[config.mk]
export PLATFORM = sky130hd
export DESIGN_NAME = aes128_dec_round_ctrl
export DESIGN_NICKNAME = d
export VERILOG_FILES = /design/src/rtl/aes128_dec_round_ctrl.sv
export SDC_FILE = /design/constraint.sdc
export NUM_CORES = 1
export LEC_CHECK = 0
export ABC_AREA = 1
export ABC_CLOCK_PERIOD_IN_PS = 1550
export CAP_MARGIN = 20
export CELL_PAD_IN_SITES_DETAIL_PLACEMENT = 1
export CELL_PAD_IN_SITES_GLOBAL_PLACEMENT = 1
export CORE_AREA = 10 10 247 249
export CTS_CLUSTER_DIAMETER = 50
export DETAILED_ROUTE_END_ITERATION = 10
export DIE_AREA = 0 0 257 259
export PLACE_DENSITY_LB_ADDON = 0.25
export SLEW_MARGIN = 30
export SYNTH_ARGS = -nofsm -noshare
export SYNTH_HDL_FRONTEND = slang
export SYNTH_SLANG_ARGS = --single-unit
[constraint.sdc]
create_clock -name clk -period 1.55 [get_ports clk]
set_input_delay 0.155 -clock clk [delete_from_list [all_inputs] [get_ports clk]]
set_output_delay 0.155 -clock clk [all_outputs]
set_load 0.01 [all_outputs]
[src/rtl/aes128_dec_round_ctrl.sv]
// AES-128 decryption round sequencer: key add with key NR, then NR inverse rounds via an external datapath.
// Latency 2+2*NR edges from accept to out_valid; in_ready only in IDLE, result held in DONE until out_ready.
module aes128_dec_round_ctrl #(
    parameter int NR   = 10,
    parameter int KA_W = 4
) (
    input  logic            clk,
    input  logic            rst,
    input  logic            in_valid,
    output logic            in_ready,
    input  logic [127:0]    in_data,
    output logic [KA_W-1:0] rk_addr,
    input  logic [127:0]    rk_data,
    output logic [127:0]    rnd_state,
    output logic            rnd_last,
    input  logic [127:0]    rnd_result,
    output logic            out_valid,
    input  logic            out_ready,
    output logic [127:0]    out_data,
    output logic            busy,
    output logic [3:0]      round
);

    typedef enum logic [2:0] {
        IDLE,
        KFETCH,
        KADD,
        RFETCH,
        RAPPLY,
        DONE
    } state_t;

    localparam logic [3:0]      NR_R  = 4'(NR);
    localparam logic [KA_W-1:0] NR_KA = KA_W'(NR);

    state_t          r_fsm;
    state_t          w_fsm_nxt;
    logic [127:0]    r_state;
    logic [127:0]    r_ct;
    logic [3:0]      r_round;
    logic [KA_W-1:0] r_rk_addr;
    logic            w_final;
    logic [KA_W-1:0] w_rk_nxt;

    assign w_final  = (r_round == NR_R);
    // Address for the round after this one; registered so the key arrives in the following RAPPLY.
    assign w_rk_nxt = NR_KA - KA_W'(r_round + 4'd1);

    always_comb begin
        w_fsm_nxt = r_fsm;
        in_ready  = 1'b0;
        out_valid = 1'b0;
        busy      = 1'b1;
        rnd_last  = 1'b0;
        case (r_fsm)
            IDLE: begin
                in_ready = 1'b1;
                busy     = 1'b0;
                if (in_valid) w_fsm_nxt = KFETCH;
            end
            KFETCH:  w_fsm_nxt = KADD;
            KADD:    w_fsm_nxt = RFETCH;
            RFETCH:  w_fsm_nxt = RAPPLY;
            RAPPLY: begin
                rnd_last  = w_final;
                w_fsm_nxt = w_final ? DONE : RFETCH;
            end
            DONE: begin
                out_valid = 1'b1;
                if (out_ready) w_fsm_nxt = IDLE;
            end
            default: w_fsm_nxt = IDLE;
        endcase
    end

    always_ff @(posedge clk) begin
        if (rst) begin
            r_fsm     <= IDLE;
            r_state   <= '0;
            r_ct      <= '0;
            r_round   <= '0;
            r_rk_addr <= '0;
        end else begin
            r_fsm <= w_fsm_nxt;
            case (r_fsm)
                IDLE: begin
                    if (in_valid) begin
                        r_ct      <= in_data;
                        r_rk_addr <= NR_KA;
                    end
                end
                KADD: begin
                    r_state   <= r_ct ^ rk_data;
                    r_round   <= 4'd1;
                    r_rk_addr <= NR_KA - KA_W'(1);
                end
                RAPPLY: begin
                    r_state <= rnd_result;
                    if (w_final) begin
                        r_round <= '0;
                    end else begin
                        r_round   <= r_round + 4'd1;
                        r_rk_addr <= w_rk_nxt;
                    end
                end
                default: ;
            endcase
        end
    end

    assign rk_addr   = r_rk_addr;
    assign rnd_state = r_state;
    assign out_data  = r_state;
    assign round     = r_round;

endmodule

Yosys cells after proc, flatten, opt, wreduce, memory -nomap -nowiden
Cells that the tools add are included.

Multiplexer cells: 14. Divide/modulo/power cells: 0. Equal/unequal tests: 9. Shifts and indexed selects: 0. Magnitude comparators: 0. Multiply operators: 0. Bitwise operators: 1. Reductions and logical operators: 6. Add/sub/neg operators: 2.

Operators with widths (count): $pmux W128 S2 (1); $xor A128 B128 Y128 (1); $pmux W3 S6 (1); $mux W4 (3); $pmux W4 S3 (1); $mux W3 (3); $pmux W4 S2 (1); $eq A3 B2 Y1 const B (2); $eq A3 B3 Y1 const B (2); $ne A2 B2 Y1 const B (3); $add A4 B1 Y4 const B (1); $eq A4 B4 Y1 const B (1); $mux W1 (4); $reduce_and A2 Y1 (2); $sub A4 B4 Y4 const A (1); $eq A3 B1 Y1 const B (1); $logic_not A3 Y1 (1); $reduce_and A3 Y1 (1); $reduce_bool A3 Y1 (1); $reduce_bool A2 Y1 (1).

Register bits: 267. Output and inout bits: 268. Logic and storage cells: 37. Bits in read-only memories: 0. Input bits: 388. Bits in writable memories: 0. Latch bits: 0. Memories kept: 0.

Depth between registers and ports, before layout
Depth in word-level cells: 4. Gate-level depth with buffers: 9.

Worst setup path after synthesis
Ideal clock, no wire load.

Path type: reg-to-reg. From: register r_round[0] (netlist: round[0]). To: register r_rk_addr[2] (netlist: rk_addr[2]). Setup time: 0.113 ns. Setup slack: 0.113 ns. Stages on the path, launching flop included: 9. Path buffers: 0. Data arrival time: 1.324 ns. Required time: 1.437 ns. Path through: dfxtp_1 inv_1 ha_1 nand2_1 nor2_1 nand2_1 nand3_1 nor2_1 nor2_1.

Longest elaborated chain between the ends: 4. Elaborated cells on any way between the ends: 7. Classes of those cells: 2 x add/sub; 2 x eq/ne; 2 x mux; 1 x reduce/logical.

Ends and longest elaborated chain: start, declared (line 40) `logic [3:0] r_round;`; start signal, assigned (line 102) `r_round <= r_round + 4'd1;`; $add A4 B1 Y4 (line 47) `assign w_rk_nxt = NR_KA - KA_W'(r_round + 4'd1);`; $sub A4 B4 Y4 (line 47); $mux W4 (line 99) `if (w_final) begin`; $pmux W4 S3 (line 85) `case (r_fsm)`; end signal, assigned (line 95) `r_rk_addr <= NR_KA - KA_W'(1);`; end signal, assigned (line 103) `r_rk_addr <= w_rk_nxt;`; end, declared (line 41) `logic [KA_W-1:0] r_rk_addr;`.

Parallel ways exist; a longest one is shown, timed or not. The select of a mux whose other input is x is not followed. A chain may end at the register's enable or synchronous reset.

Final worst setup path
From: register r_round[0] (netlist: round[0]). To: output rnd_last.

Longest elaborated chain between the ends: 2.

Ends and longest elaborated chain: $eq A4 B4 Y1 (line 45) `assign w_final = (r_round == NR_R);`; $mux W1 (line 55) `case (r_fsm)`; end, declared (line 15) `output logic rnd_last,`.

No other way between the ends.

==> metrics.txt <==
status finished with violations; failing checks setup timing; Reg-to-Reg Start r_fsm[0]; Crit Path Max Fanout 2; DR WL met2 43110 um; final net count 2606; WL final 78150 um; Max clock buf depth 3; synthesized cell area 12590 sq um; Cell Count Post-Placement 2847; RSZ-0062 raised after global routing true; critical path startpoint round[0]; Max Used Layer met5; pwr dens 1225 nW/um^2; HP Start rst; most frequent cells in the layout clkdlybuf4s50_1, dlygate4sd2_1, dfxtp_1; Critical Path, Cell by Cell inv_2, ha_4, nand2_4, nor2_4, nand2_2, inv_2, buf_6; combined area of the multi-input logic cells between 7000 and 8000 sq um; DRC 0; Total GRT Usage 0.2030; vias per cell 4.653; Mean Syn Cell Area 7.661 sq um; Worst-Margin Slew around 1.0 ns; hpwl dp approximately 49000 um; final instance area 24240 sq um; Most used DFF post-synth dfxtp_1; Clk Latency, worst-skew pair 0.57 ns; full die area 66560 sq um; Worst Setup Path Type reg -> out; most used cell, CP inv_2; global-route wire length before repair 102600 um; worst min-delay path category in -> reg; CP max stage cell dfxtp_2; total CTS buffers 47; Net Count, Synth 2033; DR iter-0 viols 572; number of global-route vias before repair 14933; number of synthesized flops with an enable pin 0; M1 WL 30050 um; starting density of the core 0.2250; Die X about 260 um; Cell Rows 87; initial antenna violation count 19; DP Worst Slack -0.1015 ns; Syn Inst Count 1643; final setup fails 102; CORE AREA 55950 sq um; IO Port Bufs 655; 1st-pass router iterations 5; setup_tns -6.301 ns; chip height ~260 um; commonest non-fill, non-tap cell in the layout clkdlybuf4s50_1; Netlist cell types 21; crit-path max cell delay 0.32 ns; CTS tree done; final period utilization 1.105; Critical Path End Type output port; area leader, netlist dfxtp_1; Async SR Flop Fraction 0; Clock Skews about 0.019 ns; Clock Pin Slew Worst Setup and Hold Paths about 0.050 ns; CTS H-tree lvls 2; crit path time final 1.713 ns; fin. max-slew vios 0; final hold vios 0; FF+latch count, synth 267; area grow syn2layout 92.60%; fillers 6366; Area contributors post-synth dfxtp_1, a21oi_1, xor2_1; FF+latch area 5363 sq um; YS warnings 0; GRT overflow 0; Max Cap Viol 0; top cell type's share of synthesized area 0.4247; routed wl met3 3352 um; setup slack after layout -0.1635 ns; gpl congestion 0.8523; CTS sink cnt ~270; DR vias 14075; pin count of the biggest net entering global routing 134; startpoint class of the critical path flip-flop; antenna-violating nets left 0; Worst Path Arrival 1.56 ns; slew margin rel. 0.3271; DP Area between 15000 and 20000 sq um; LEAKAGE 10.37 nW; fraction of layout cells with a size suffix above 1 0.2684; Max VDD drop approximately 0.80 mV; post-DR wirelength/cell 25.83 um; max frequency roughly 0.6 GHz; Root Driver clkbuf_16; num ports between 600 and 700; Final Non-Filler Cells 3025; sequential fraction of the synthesis area 0.4247; required time worst endpoint 1.39 ns
[critical path: cells and delay by family, from the launching register on]
kind	cells	cell delay (ns)
DFF	1	0.32
and+or+nand+nor	3	0.28
buffers and inverters	3	0.24
adders and majority gates	1	0.15
[flip-flops by register name (all words and copies together), names as in the netlist]
signal,count
round,4
r_fsm,3
r_ct,128
rk_addr,4
out_data,128
[final cells by class]
cell class              instances  share of cell area
inverters                      19            0.003768
clock buffers                  62             0.05502
multi-input cells            1105              0.3149
flip-flops and latches        267              0.2212
repair buffers                776              0.3515
diodes                         15            0.001548
well taps                     756             0.03902
clock inverters                25             0.01306
[layer usage]
metal,GRT usage,vias up
li1,-,6599
met1,0.2231,7006
met2,0.3841,367
met3,0.04694,97
met4,0.05226,6
met5,0,-
[metrics by stage]
step / hold slack, ns / util / power, W
6_report: 0.06861 / 0.4333 / 0.02970
4_1_cts: 0.03653 / 0.3804 / 0.02750
5_1_grt: 0.07241 / 0.4333 / 0.03098
2_1_floorplan: 0.3008 / - / 0.01200
3_3_place_gp: 0.4603 / 0.3432 / 0.01592
3_5_place_dp: 0.4663 / 0.3432 / 0.01606
[logic make-up after synthesis]
group | count (synthesis) | share of synthesized area
AND/OR/NAND/NOR | 451 | 0.1497
buffers and inverters | 274 | 0.1269
AO/OA/AOI/OAI | 520 | 0.2070
adder cells (fa/ha/maj) | 2 | 0.001988
flip-flops | 267 | 0.4247
XOR/XNOR | 129 | 0.08976
[where the power goes]
| group | internal, W | switching (W) |
|---|---|---|
| clock | 0.00707 | 0.00390 |
| combinational | 0.00501 | 0.00493 |
| sequential | 0.00778 | 0.00101 |
| total | 0.0199 | 0.00984 |
[final timing paths]
kind | end | slack, ns | depth (start not counted)
worst max-delay path | rnd_last | -0.16 | 7
worst max register to register | r_ct[81] | -0.16 | 10
worst min-delay path | out_data[15] | 0.07 | 4
worst min register to register | r_ct[53] | 0.47 | 2
[synthesized netlist by cell type (15+ instances only)]
library cell,count
nand2_1,292
dfxtp_1,267
a21oi_1,260
o21ai_0,156
nand3_1,135
buf_4,133
xor2_1,129
o21ai_1,102
clkbuf_1,65
buf_2,56
nor2_1,16
inv_1,15
[timing repair]
item | 4_1_cts | 5_1_grt
buffers inserted | 15 | 12
gates cloned | 16 | 37
hold buffers | 0 | 0
endpoints found under the setup margin | 408 | 261
resized for setup | 363 | 602
endpoints found under the hold margin | 0 | 0
pin swaps | 7 | 46
(Power assumes the default switching activity.)
